<file path="config.mk">
export PLATFORM = sky130hd
export DESIGN_NAME = cpu_control
export DESIGN_NICKNAME = d
export VERILOG_FILES = /design/src/rtl/cpu_defs.sv /design/src/rtl/instr_decoder.sv /design/src/rtl/cpu_control.sv
export SDC_FILE = /design/constraint.sdc
export NUM_CORES = 1
export LEC_CHECK = 0
export ABC_AREA = 1
export BUFFER_PORTS_ARGS = -buffer_cell sky130_fd_sc_hd__buf_2
export CORE_UTILIZATION = 47
export CTS_CLUSTER_SIZE = 14
export DETAILED_ROUTE_END_ITERATION = 8
export PLACE_DENSITY_LB_ADDON = 0.12
export SYNTH_ARGS = -nofsm -noshare
export SYNTH_HDL_FRONTEND = slang
export SYNTH_SLANG_ARGS = --single-unit
export TNS_END_PERCENT = 20
</file>
<file path="constraint.sdc">
create_clock -name clk -period 2.1 [get_ports clk]
set_input_delay 0.21 -clock clk [delete_from_list [all_inputs] [get_ports clk]]
set_output_delay 0.21 -clock clk [all_outputs]
set_load 0.02 [all_outputs]
</file>
<file path="src/rtl/cpu_defs.sv">
// rtl/cpu_defs.sv - shared state, memory-command and instruction encodings for cpu_control
package cpu_defs;

    typedef enum logic [4:0] {
        S_RST,
        S_IF1,
        S_IF2,
        S_UPC,
        S_DEC,
        S_WRIMM,
        S_GETA,
        S_GETB,
        S_EXEC,
        S_WRC,
        S_ADDR,
        S_LDADR,
        S_MRD1,
        S_MRD2,
        S_EXEC2,
        S_MWR,
        S_HALT
    } state_e;

    localparam logic [1:0] MEM_NONE  = 2'b00;
    localparam logic [1:0] MEM_READ  = 2'b01;
    localparam logic [1:0] MEM_WRITE = 2'b10;

    localparam logic [2:0] OPC_LDR  = 3'b011;
    localparam logic [2:0] OPC_STR  = 3'b100;
    localparam logic [2:0] OPC_ALU  = 3'b101;
    localparam logic [2:0] OPC_MOV  = 3'b110;
    localparam logic [2:0] OPC_HALT = 3'b111;

    // {opcode, op} pairs the dispatch understands; everything else halts
    localparam logic [4:0] INS_MOV_IMM = {OPC_MOV, 2'b10};
    localparam logic [4:0] INS_MOV_REG = {OPC_MOV, 2'b00};
    localparam logic [4:0] INS_ADD     = {OPC_ALU, 2'b00};
    localparam logic [4:0] INS_CMP     = {OPC_ALU, 2'b01};
    localparam logic [4:0] INS_AND     = {OPC_ALU, 2'b10};
    localparam logic [4:0] INS_MVN     = {OPC_ALU, 2'b11};
    localparam logic [4:0] INS_LDR     = {OPC_LDR, 2'b00};
    localparam logic [4:0] INS_STR     = {OPC_STR, 2'b00};

    localparam logic [1:0] VSEL_C     = 2'd0;
    localparam logic [1:0] VSEL_PC    = 2'd1;
    localparam logic [1:0] VSEL_IMM   = 2'd2;
    localparam logic [1:0] VSEL_MDATA = 2'd3;

    localparam logic [1:0] ALU_ADD = 2'b00;
    localparam logic [1:0] ALU_CMP = 2'b01;
    localparam logic [1:0] ALU_MVN = 2'b11;

    typedef struct packed {
        logic [1:0] mem_cmd;
        logic [1:0] vsel;
        logic [2:0] writenum;
        logic [2:0] readnum;
        logic       write;
        logic       loada;
        logic       loadb;
        logic       loadc;
        logic       loads;
        logic       asel;
        logic       bsel;
        logic [1:0] alu_op;
        logic       halted;
    } ctrl_t;

endpackage

</file>
<file path="src/rtl/instr_decoder.sv">
// rtl/instr_decoder.sv - combinational field split and immediate sign extension of the instruction register
module instr_decoder
    import cpu_defs::*;
#(
    parameter int IW = 16
) (
    input  logic [IW-1:0] ir,
    output logic [2:0]    opcode,
    output logic [1:0]    op,
    output logic [2:0]    rn,
    output logic [2:0]    rd,
    output logic [2:0]    rm,
    output logic [1:0]    shift,
    output logic [IW-1:0] sximm5,
    output logic [IW-1:0] sximm8
);

    assign opcode = ir[15:13];
    assign op     = ir[12:11];
    assign rn     = ir[10:8];
    assign rd     = ir[7:5];
    assign rm     = ir[2:0];
    assign sximm5 = {{(IW-5){ir[4]}}, ir[4:0]};
    assign sximm8 = {{(IW-8){ir[7]}}, ir[7:0]};

    // memory ops reuse ir[4:3] as offset bits, so the shifter must stay idle
    always_comb begin
        shift = ir[4:3];
        if (opcode == OPC_LDR || opcode == OPC_STR) begin
            shift = 2'b00;
        end
    end

endmodule

</file>
<file path="src/rtl/cpu_control.sv">
// rtl/cpu_control.sv - fetch/decode Moore FSM driving datapath controls and memory commands
module cpu_control
    import cpu_defs::*;
#(
    parameter int PCW = 9,
    parameter int IW  = 16
) (
    input  logic           clk,
    input  logic           reset_n,
    input  logic [IW-1:0]  mem_rdata,
    input  logic [IW-1:0]  datapath_out,
    output logic [1:0]     mem_cmd,
    output logic [PCW-1:0] mem_addr,
    output logic [1:0]     vsel,
    output logic [2:0]     writenum,
    output logic [2:0]     readnum,
    output logic           write,
    output logic           loada,
    output logic           loadb,
    output logic           loadc,
    output logic           loads,
    output logic           asel,
    output logic           bsel,
    output logic [1:0]     shift,
    output logic [1:0]     ALUop,
    output logic [IW-1:0]  sximm5,
    output logic [IW-1:0]  sximm8,
    output logic [7:0]     pc_out,
    output logic           halted
);

    state_e         state_q, state_d;
    logic [PCW-1:0] pc_q, pc_d;
    logic [PCW-1:0] da_q, da_d;
    logic [IW-1:0]  ir_q, ir_d;
    ctrl_t          ctrl_q, ctrl_d;
    logic [PCW-1:0] mem_addr_q, mem_addr_d;
    logic [1:0]     shift_q;
    logic [IW-1:0]  sximm5_q, sximm8_q;

    logic [2:0]     dec_opcode, dec_rn, dec_rd, dec_rm;
    logic [1:0]     dec_op, dec_shift;
    logic [IW-1:0]  dec_sximm5, dec_sximm8;
    logic [4:0]     dec_ins;
    logic           unused_dp_hi;

    assign unused_dp_hi = ^datapath_out[IW-1:PCW];

    // Decoding ir_d lets the registered outputs line up with the state they belong to;
    // outside S_IF2 ir_d equals ir_q, so dispatch sees the held instruction.
    instr_decoder #(.IW(IW)) u_dec (
        .ir     (ir_d),
        .opcode (dec_opcode),
        .op     (dec_op),
        .rn     (dec_rn),
        .rd     (dec_rd),
        .rm     (dec_rm),
        .shift  (dec_shift),
        .sximm5 (dec_sximm5),
        .sximm8 (dec_sximm8)
    );

    assign dec_ins = {dec_opcode, dec_op};

    // instruction register captures the fetched word in the second fetch cycle
    always_comb begin
        ir_d = ir_q;
        if (state_q == S_IF2) begin
            ir_d = mem_rdata;
        end
    end

    // next state, pc increment and data-address capture
    always_comb begin
        state_d = state_q;
        pc_d    = pc_q;
        da_d    = da_q;
        case (state_q)
            S_RST:   state_d = S_IF1;
            S_IF1:   state_d = S_IF2;
            S_IF2:   state_d = S_UPC;
            S_UPC: begin
                pc_d    = pc_q + 1'b1;
                state_d = S_DEC;
            end
            S_DEC: begin
                case (dec_ins)
                    INS_MOV_IMM:                      state_d = S_WRIMM;
                    INS_MOV_REG, INS_MVN:             state_d = S_GETB;
                    INS_ADD, INS_AND, INS_CMP,
                    INS_LDR, INS_STR:                 state_d = S_GETA;
                    default:                          state_d = S_HALT;
                endcase
            end
            S_WRIMM: state_d = S_IF1;
            S_GETA:  state_d = (dec_ins == INS_LDR || dec_ins == INS_STR) ? S_ADDR : S_GETB;
            S_GETB:  state_d = (dec_ins == INS_STR) ? S_EXEC2 : S_EXEC;
            S_EXEC:  state_d = (dec_ins == INS_CMP) ? S_IF1 : S_WRC;
            S_WRC:   state_d = S_IF1;
            S_ADDR:  state_d = S_LDADR;
            S_LDADR: begin
                da_d    = datapath_out[PCW-1:0];
                state_d = (dec_ins == INS_LDR) ? S_MRD1 : S_GETB;
            end
            S_MRD1:  state_d = S_MRD2;
            S_MRD2:  state_d = S_IF1;
            S_EXEC2: state_d = S_MWR;
            S_MWR:   state_d = S_IF1;
            S_HALT:  state_d = S_HALT;
            default: state_d = S_RST;
        endcase
    end

    // Moore output decode for the state being entered, registered below
    always_comb begin
        ctrl_d     = '0;
        mem_addr_d = '0;
        case (state_d)
            S_IF1, S_IF2: begin
                ctrl_d.mem_cmd = MEM_READ;
                mem_addr_d     = pc_d;
            end
            S_WRIMM: begin
                ctrl_d.vsel     = VSEL_IMM;
                ctrl_d.writenum = dec_rn;
                ctrl_d.write    = 1'b1;
            end
            S_GETA: begin
                ctrl_d.readnum = dec_rn;
                ctrl_d.loada   = 1'b1;
            end
            S_GETB: begin
                ctrl_d.readnum = (dec_ins == INS_STR) ? dec_rd : dec_rm;
                ctrl_d.loadb   = 1'b1;
            end
            S_EXEC: begin
                case (dec_ins)
                    INS_MOV_REG: begin
                        ctrl_d.asel   = 1'b1;
                        ctrl_d.alu_op = ALU_ADD;
                        ctrl_d.loadc  = 1'b1;
                    end
                    INS_CMP: begin
                        ctrl_d.alu_op = ALU_CMP;
                        ctrl_d.loads  = 1'b1;
                    end
                    INS_MVN: begin
                        ctrl_d.asel   = 1'b1;
                        ctrl_d.alu_op = ALU_MVN;
                        ctrl_d.loadc  = 1'b1;
                    end
                    default: begin
                        ctrl_d.alu_op = dec_op;
                        ctrl_d.loadc  = 1'b1;
                    end
                endcase
            end
            S_WRC: begin
                ctrl_d.vsel     = VSEL_C;
                ctrl_d.writenum = dec_rd;
                ctrl_d.write    = 1'b1;
            end
            S_ADDR: begin
                ctrl_d.bsel  = 1'b1;
                ctrl_d.loadc = 1'b1;
            end
            S_MRD1: begin
                ctrl_d.mem_cmd = MEM_READ;
                mem_addr_d     = da_d;
            end
            S_MRD2: begin
                ctrl_d.mem_cmd  = MEM_READ;
                mem_addr_d      = da_d;
                ctrl_d.vsel     = VSEL_MDATA;
                ctrl_d.writenum = dec_rd;
                ctrl_d.write    = 1'b1;
            end
            S_EXEC2: begin
                ctrl_d.asel  = 1'b1;
                ctrl_d.loadc = 1'b1;
            end
            S_MWR: begin
                ctrl_d.mem_cmd = MEM_WRITE;
                mem_addr_d     = da_d;
            end
            S_HALT:  ctrl_d.halted = 1'b1;
            default: ctrl_d = '0;
        endcase
    end

    // state, architectural registers and registered outputs
    always_ff @(posedge clk) begin
        if (!reset_n) begin
            state_q    <= S_RST;
            pc_q       <= '0;
            da_q       <= '0;
            ir_q       <= '0;
            ctrl_q     <= '0;
            mem_addr_q <= '0;
            shift_q    <= '0;
            sximm5_q   <= '0;
            sximm8_q   <= '0;
        end else begin
            state_q    <= state_d;
            pc_q       <= pc_d;
            da_q       <= da_d;
            ir_q       <= ir_d;
            ctrl_q     <= ctrl_d;
            mem_addr_q <= mem_addr_d;
            shift_q    <= dec_shift;
            sximm5_q   <= dec_sximm5;
            sximm8_q   <= dec_sximm8;
        end
    end

    assign mem_cmd  = ctrl_q.mem_cmd;
    assign mem_addr = mem_addr_q;
    assign vsel     = ctrl_q.vsel;
    assign writenum = ctrl_q.writenum;
    assign readnum  = ctrl_q.readnum;
    assign write    = ctrl_q.write;
    assign loada    = ctrl_q.loada;
    assign loadb    = ctrl_q.loadb;
    assign loadc    = ctrl_q.loadc;
    assign loads    = ctrl_q.loads;
    assign asel     = ctrl_q.asel;
    assign bsel     = ctrl_q.bsel;
    assign ALUop    = ctrl_q.alu_op;
    assign halted   = ctrl_q.halted;
    assign shift    = shift_q;
    assign sximm5   = sximm5_q;
    assign sximm8   = sximm8_q;
    assign pc_out   = 8'(pc_q);

endmodule

</file>
==> results.tsv <==
metric	value	unit
fin nets	641	
largest cells by area after synthesis	dfxtp_1 (39%), buf_4 (8.3%), nand2_1 (7.6%), nor2_1 (6.9%), inv_1 (6.4%)	
Max Cap Viol	0	
most used cell, CP	nor2_4	
Synth area leader	dfxtp_1	
sequential power share	25.2	%
startpoint types	register	
Max-slew headroom	72.1	%
Final GP Congestion	0.918	
DRT Pass-1 Iters	4	
clk root buf	clkbuf_8	
worst-path fanout max	5	
Synth Register Bits	70	
Yosys Warn Count	0	
synthesized instance count	477	
VDD IR max	0.611	mV
Crit path largest cell delay	0.35	ns
top_reg_cell synth	dfxtp_1	
logic gate share of total power	55.0	%
Clk pwr share	19.7	%
clock skew	0.00988	ns
final setup margin	-0.130	ns
EDFF count, synth	0	
synthesis-to-layout area growth	34.0	%
register area share after synthesis	38.8	%
synth unique cells	36	
Routed Antenna Nets	0	
vias in the first global route	2968	
period utilization	106	%
# port buffers	97	
async set-or-reset flop fraction in the synthesized netlist	0	%
switching power	0.00272	W
WHS	0.114	ns
clock slew at the register clock pins of the worst setup and hold paths	0.08	ns
top cells by count, synth	nand2_1 (73), dfxtp_1 (70), nor2_1 (66), inv_1 (62), buf_4 (40)	
later-pin clock latency in the skew report	0.34	ns
actual slew at the worst max-slew pin	0.416	ns
top-area cell type share of the netlist area	38.8	%
final setup violating endpoints	24	
failing checks	negative setup slack	
critical path type	register to register	
GRT Residual Overflow	0	
Final Instance Area	4840	µm²
via count	3315	
RSZ-0062 raised after global routing	true	
hpwl dp	6380	µm
CTS Buf Count	9	
top-count cell post-synth	nand2_1	
row cnt	31	
first-pass GRT wire length	13700	µm
Final Hold Viols	0	
total routed wirelength	8730	µm
Fin Setup TNS	-1.93	ns
Core ar.	7330	µm²
Die Wd	89.6	µm
Slowest cell on crit path	dfxtp_2	
Die Y	89.6	µm
largest net degree at the start of global routing	35	
worst-path cell chain	inv_2 -> nor2_4 -> nand3_4 -> nand2_4 -> nand2_4 -> nor2_8 -> inv_1 -> a21oi_2 -> nor2_4 -> nor2_4 -> nand2_2 -> nor3_2 -> nand2_1 -> nor2_1	
H-tree Lvls	3	
pwr dens	1310	nW/µm²
status	finished, violations left	
# DRC	0	
r2r setup slk	-0.13	ns
die footprint	8030	µm²
total global-route track usage	22.7	%
pre-CTS WS	-0.241	ns
Clock Sinks	70	
final critical-path required period	2.23	ns
Worst EP required	2.39	ns
share of layout cells above drive strength 1	45.5	%
area post-placement	4270	µm²
final number of max-transition violations	0	
CTS tree	done	
vias per inst	4.67	
max frequency	449	MHz
Hold WC Path Type	primary input to register	
# hold bufs at CTS	0	
Int Pwr	0.00363	W
P_leak	2.58	nW
CP arrival	2.52	ns
endpoint type of the worst setup path	register	
Post-Syn Area	3610	µm²
FILL cells	678	
syn_area_per_cell	7.56	µm²
antenna cell count	0	
antenna violations before repair	0	
Starting Density	49.2	%
Longest Clk Path Bufs	2	
initial drt markers	104	
Top-Level Pins	105	
switching share of power	42.9	%
DR WL/cell	12.3	µm
post-synth net total	512	
state kept, by name, summed over array words and instances (netlist names):
name,count
ALUop,2
asel,1
bsel,1
da_q,9
halted,1
ir_q,16
loada,1
loadb,1
loadc,1
loads,1
mem_addr,9
mem_cmd,2
pc_q,9
readnum,3
shift,2
state_q,5
vsel,2
write,1
writenum,3
placed cells by master (no fill, tap or decap), types with 2 or more instances in the layout:
cell       instances
nor2_4            10
nor2_8             3
inv_2              3
a21oi_2            5
o21ai_1            4
xor2_1             8
o21ai_0           20
nor2_1            60
or2_2             16
nand3_2            7
buf_6              2
dfxtp_1           66
nand3_1           16
o21ai_4            3
nor2_2             6
nand4_1            7
nand3_4            4
nor3_1             8
nand2_1           59
buf_2             97
nand2_4           12
bufinv_16          2
buf_4             65
mux2i_1            5
nor3_2             2
inv_1             61
a21oi_1           12
clkbuf_8          11
nand2_2           18
dfxtp_2            4
worst paths after layout:
path                               from            endpoint  depth (start not counted)
setup / recovery  state_q[1]$_SDFF_PN0_    loads$_SDFF_PN0_                         14
hold / removal             mem_rdata[2]  ir_q[2]$_SDFF_PN0_                          3
setup reg to reg  state_q[1]$_SDFF_PN0_    loads$_SDFF_PN0_                         14
hold reg to reg      pc_q[8]$_SDFF_PN0_  pc_q[8]$_SDFF_PN0_                          2
metal layers:
metal  vias up  track usage [%]  share of wire, %
li1       1719                -                 -
met1      1499             29.6                45
met2        84             37.7                49
met3        13             4.11               4.3
met4         0             8.37               1.3
met5         -                0                 0
cell type report:
cell class	instances	area [µm²]	share of cell area, %
Timing Repair Buffer	164	996	20.6
Tap cell	99	124	2.56
Inverter	66	250	5.17
Clock buffer	12	155	3.21
Multi-Input combinational cell	295	1830	37.8
Clock inverter	4	76.3	1.58
Sequential cell	70	1410	29.1
cell families after synthesis:
logic type               Yosys count  share of synthesized area [%]
AO/OA/AOI/OAI                     49                           7.87
XOR/XNOR                           8                           1.94
adder cells (fa/ha/maj)            1                          0.347
buffers and inverters            115                           16.3
flip-flops                        70                           38.8
multiplexers                       5                           1.39
AND/OR/NAND/NOR                  229                           33.3
power groups by stage:
stage	Sequential, W	Clock [W]	Combinational (W)
final	0.00160	0.00125	0.00349
after global routing	0.00163	0.00133	0.00378
after CTS	0.00160	0.00126	0.00320
after detailed placement	0.00162	0	0.00280
after global placement	0.00162	0	0.00278
after floorplan	0.00166	0	0.00201
what timing repair did:
action                     CTS  global route
setup buffers               11             4
cloned                       3             0
setup endpoints to repair   27            30
pin swaps                   10            12
resized for setup           31            25
critical path, delay by kind of cell (launching register included):
kind | cells | cell delay [ns]
and+or+nand+nor | 11 | 1.47
DFF | 1 | 0.35
AOI/OAI and AO/OA | 1 | 0.21
buffers and inverters | 2 | 0.15
stage by stage:
stage                     instances  total power (W)  util (%)
final                           710          0.00635      66.0
after global routing            710          0.00674      66.0
after CTS                       706          0.00607      64.4
after detailed placement        676          0.00442      58.2
after global placement          676          0.00440      58.2
after floorplan                 477          0.00367         -
(Power assumes the default switching activity.)
